`src/rtl/demux64x1_4_reg.sv`:
```
// Registered 1-to-4 lane distributor: loads four WIDTH-bit lanes, then hands off the packed frame.
// Optional frame handoff counter enabled by defining DEMUX64_FRAME_CNT_EN.
module demux64x1_4_reg #(
   parameter int WIDTH = 64
) (
   input  logic               clk,
   input  logic               reset,
   input  logic               auto_inc,
   input  logic               in_valid,
   output logic               in_ready,
   input  logic [WIDTH-1:0]   in_data,
   input  logic [1:0]         in_sel,
   output logic [3:0]         lane_vld,
   output logic [4*WIDTH-1:0] d,
   output logic               out_valid,
   input  logic               out_ready,
   output logic [15:0]        frame_cnt
);

   typedef enum logic [1:0] {
      EMPTY = 2'd0,
      FILL  = 2'd1,
      FULL  = 2'd2
   } state_t;

   state_t                  state_q;
   logic [3:0][WIDTH-1:0]   data_q;
   logic [3:0]              laneVld_q;
   logic [1:0]              ptr_q;

   logic [1:0]              target;
   logic [3:0]              laneVld_d;
   logic                    writeEn;

   always_comb begin
      target    = auto_inc ? ptr_q : in_sel;
      writeEn   = in_valid && in_ready;
      laneVld_d = laneVld_q | (4'b0001 << target);
   end

   // Writes are only possible outside FULL, so the 4th distinct lane is what moves the FSM to FULL;
   // an overwrite of a loaded lane leaves laneVld (and hence the state) where it was.
   always_ff @(posedge clk) begin
      if (!reset) begin
         state_q   <= EMPTY;
         data_q    <= '0;
         laneVld_q <= '0;
         ptr_q     <= '0;
      end else begin
         case (state_q)
            EMPTY, FILL: begin
               if (writeEn) begin
                  data_q[target] <= in_data;
                  laneVld_q      <= laneVld_d;
                  if (auto_inc) begin
                     ptr_q <= ptr_q + 2'd1;
                  end
                  state_q <= (laneVld_d == 4'hF) ? FULL : FILL;
               end
            end
            FULL: begin
               if (out_ready) begin
                  laneVld_q <= '0;
                  ptr_q     <= '0;
                  state_q   <= EMPTY;
               end
            end
            default: state_q <= EMPTY;
         endcase
      end
   end

   assign in_ready  = (state_q != FULL);
   assign out_valid = (state_q == FULL);
   assign lane_vld  = laneVld_q;
   assign d         = data_q;

`ifdef DEMUX64_FRAME_CNT_EN
   logic [15:0] frameCnt_q;

   always_ff @(posedge clk) begin
      if (!reset) begin
         frameCnt_q <= '0;
      end else if ((state_q == FULL) && out_ready) begin
         frameCnt_q <= frameCnt_q + 16'd1;
      end
   end

   assign frame_cnt = frameCnt_q;
`else
   assign frame_cnt = 16'h0;
`endif

endmodule

```
`config.mk`:
```
export PLATFORM = sky130hd
export DESIGN_NAME = demux64x1_4_reg
export DESIGN_NICKNAME = d
export VERILOG_FILES = /design/src/rtl/demux64x1_4_reg.sv
export SDC_FILE = /design/constraint.sdc
export NUM_CORES = 1
export LEC_CHECK = 0
export CORE_UTILIZATION = 30
export CTS_BUF_LIST = sky130_fd_sc_hd__clkbuf_2
export DETAILED_ROUTE_END_ITERATION = 16
export GPL_ROUTABILITY_DRIVEN = 1
export SLEW_MARGIN = 10
export SYNTH_ARGS = -nofsm -noshare
export SYNTH_HDL_FRONTEND = slang
export SYNTH_SLANG_ARGS = --single-unit
```
`constraint.sdc`:
```
create_clock -name clk -period 2.3 [get_ports clk]
set_input_delay 0.46 -clock clk [delete_from_list [all_inputs] [get_ports clk]]
set_output_delay 0.46 -clock clk [all_outputs]
set_load 0.05 [all_outputs]
```
==> reports/qor.csv <==
metric,value,unit
fin_cells,2058,
finalSetupViolations,0,
synth-edff-count,0,
die-area,0.0361,mm²
drc_errors,0,
min-delay-start,in_data[56],
critPathArrivalTime,1.70,ns
synth.most_common_cell,nand2_1,
num_vias,9291,
syn_avg_cell_area,8.98,µm²
port_buffers,332,
clock-sinks,264,
startpoint,d[250],
viasPerCell,4.51,
hold_viol_final,0,
die-height,190,µm
worst_r2r_startpoint,state_q[1],
critPathLaunchType,flip-flop,
rsz0062_at_grt,no,
synth_cell_type_count,27,
synth_top_area_share,49.9,%
hold_path_class,in -> reg,
yosysWarnings,0,
die_x,190,µm
grt_first_pass_wirelength,51800,µm
crit_family,buffers and inverters,
grt_pass1_vias,9209,
slew_violations,0,
ant_nets,0,
crit_chain,clkdlybuf4s15_1,
dr.pass1.iters,4,
antenna_found_initial,1,
status,completed,
syn_inst,1179,
tns,0,ns
required,1.84,ns
wl_per_cell,16.2,µm
cp_max_fo,2,
ys_seq_area_share,49.9,%
power.density,663,mW/mm²
totalWireLength,33300,µm
num_rows,68,
endpoint_kind,output port,
synth_commonest_cells,"nand2_1, dfxtp_1, a21boi_2",
path_buf_inv,1,
yosysTopAreaCell,dfxtp_1,
grt-ovfl-total,0,
synth-main-ff-cell,dfxtp_1,
htreeDepth,3,
clock_tree.buffer_depth,3,
cts-root-buf,clkbuf_2,
drtIter0Drc,371,
synth-async-reset-ratio,0,%
clkSlewWorstSetupHoldPaths,0.10,ns
finClkSkew,0.0368,ns
clock_latency,0.91,ns
leakage,5.43,nW
dpl.cell_count,1916,
cts_buffers,76,
fmax,0.463,GHz
hpwl,22300,µm
io_pins,349,
ys_ff_latch,264,
grt_max_degree,66,
gp_congestion,0.794,
irDropWorstVdd,389,µV
final.min_clock_period,2.16,ns
ys_top_cells_by_area,"dfxtp_1, nand2_1, a21boi_2",
core-area,0.0346,mm²
postLayoutCellArea,0.0155,mm²
start_util,30.6,%
netlist_area,0.0106,mm²
final.period_utilization,93.9,%
grtUsageTotal,18.4,%
final_core_util,44.6,%
critPathKind,reg -> out,
syn_to_final_growth,45.9,%
drive_gt1_share,34.5,%
place_area,0.0144,mm²
cp_slowest_stage_delay,0.50,ns
fill_cells,3432,
cts_tree,yes,
cpMaxStageDelayCell,clkdlybuf4s15_1,
max_cap_violations,0,
finish.net_count,1612,
stage by stage:
stage	setup slack [ns]	hold WS (ns)	power (mW)
after floorplan	0.185	0.546	6.13
after global placement	-0.0465	0.439	6.83
after detailed placement	-0.116	0.445	6.85
after CTS	0.00297	0.0603	10.5
after global routing	0.000470	0.113	10.8
final	0.140	0.202	10.3
final timing paths:
check | end | slack [ns] | cells past startpoint
min | d[184] | 0.20 | 3
max | d[250] | 0.14 | 1
min reg2reg | d[229] | 0.45 | 2
max reg2reg | d[238] | 0.57 | 6
cells by family after synthesis:
logic type      count (synthesis)  share of synthesized area, %
simple gates                  545                          20.3
compound gates                265                          23.0
flops                         264                          49.9
buf+inv                       100                          6.07
mux                             4                         0.709
other cells                     1                        0.0354
state kept, by name (all words and copies together), names as in the netlist:
register	count
state_q	2
lane_vld	4
d	256
ptr_q	2
final cells by class:
class	count	area, µm²	area share (%)
flip-flops and latches	264	5290	34.2
inverters	1	3.75	0.0243
multi-input cells	830	4760	30.8
repair buffers	368	4110	26.6
clock inverters	21	131	0.850
clock buffers	116	581	3.76
diodes	3	7.51	0.0486
well taps	455	569	3.68
layer usage:
layer	part of all wire (%)	global-route usage, %	vias to the layer above
met1	42	21.5	4371
met3	8.8	6.83	49
met4	2.4	7.85	0
li1	-	-	4558
met2	47	30.2	313
met5	0	0	-
placed cells by master, fill, tap and decap left out, types with 2 or more instances in the layout:
cell type,n
buf_4,19
clkinv_1,16
buf_2,4
dfxtp_1,263
mux2i_4,2
a21boi_2,120
nand3b_1,3
clkdlybuf4s15_1,2
conb_1,16
nand3_1,5
a21boi_0,49
bufinv_16,2
diode_2,3
nor3_4,4
inv_2,3
clkbuf_2,117
nand2_1,517
nor2b_1,2
a21boi_1,91
o21ai_0,2
mux2_4,2
clkdlybuf4s50_1,69
buf_12,18
nand3_2,2
nor3_1,4
nand3_4,2
clkdlybuf4s15_2,251
repair_timing:
action                                  CTS  global route
setup buffers                             1             0
resized for setup                       781             8
pin swaps                                 0             0
hold endpoints to repair                 56             0
hold buffers                              1             0
endpoints found under the setup margin  260             5
cloned                                    0             0
where the power goes:
group	switching, mW	total, mW	internal [mW]
Clock	2.02	3.57	1.56
Combinational	1.23	1.85	0.620
Sequential	0.0930	4.83	4.74
Total	3.34	10.3	6.91
Note: power is estimated with default switching activity, not from simulation.
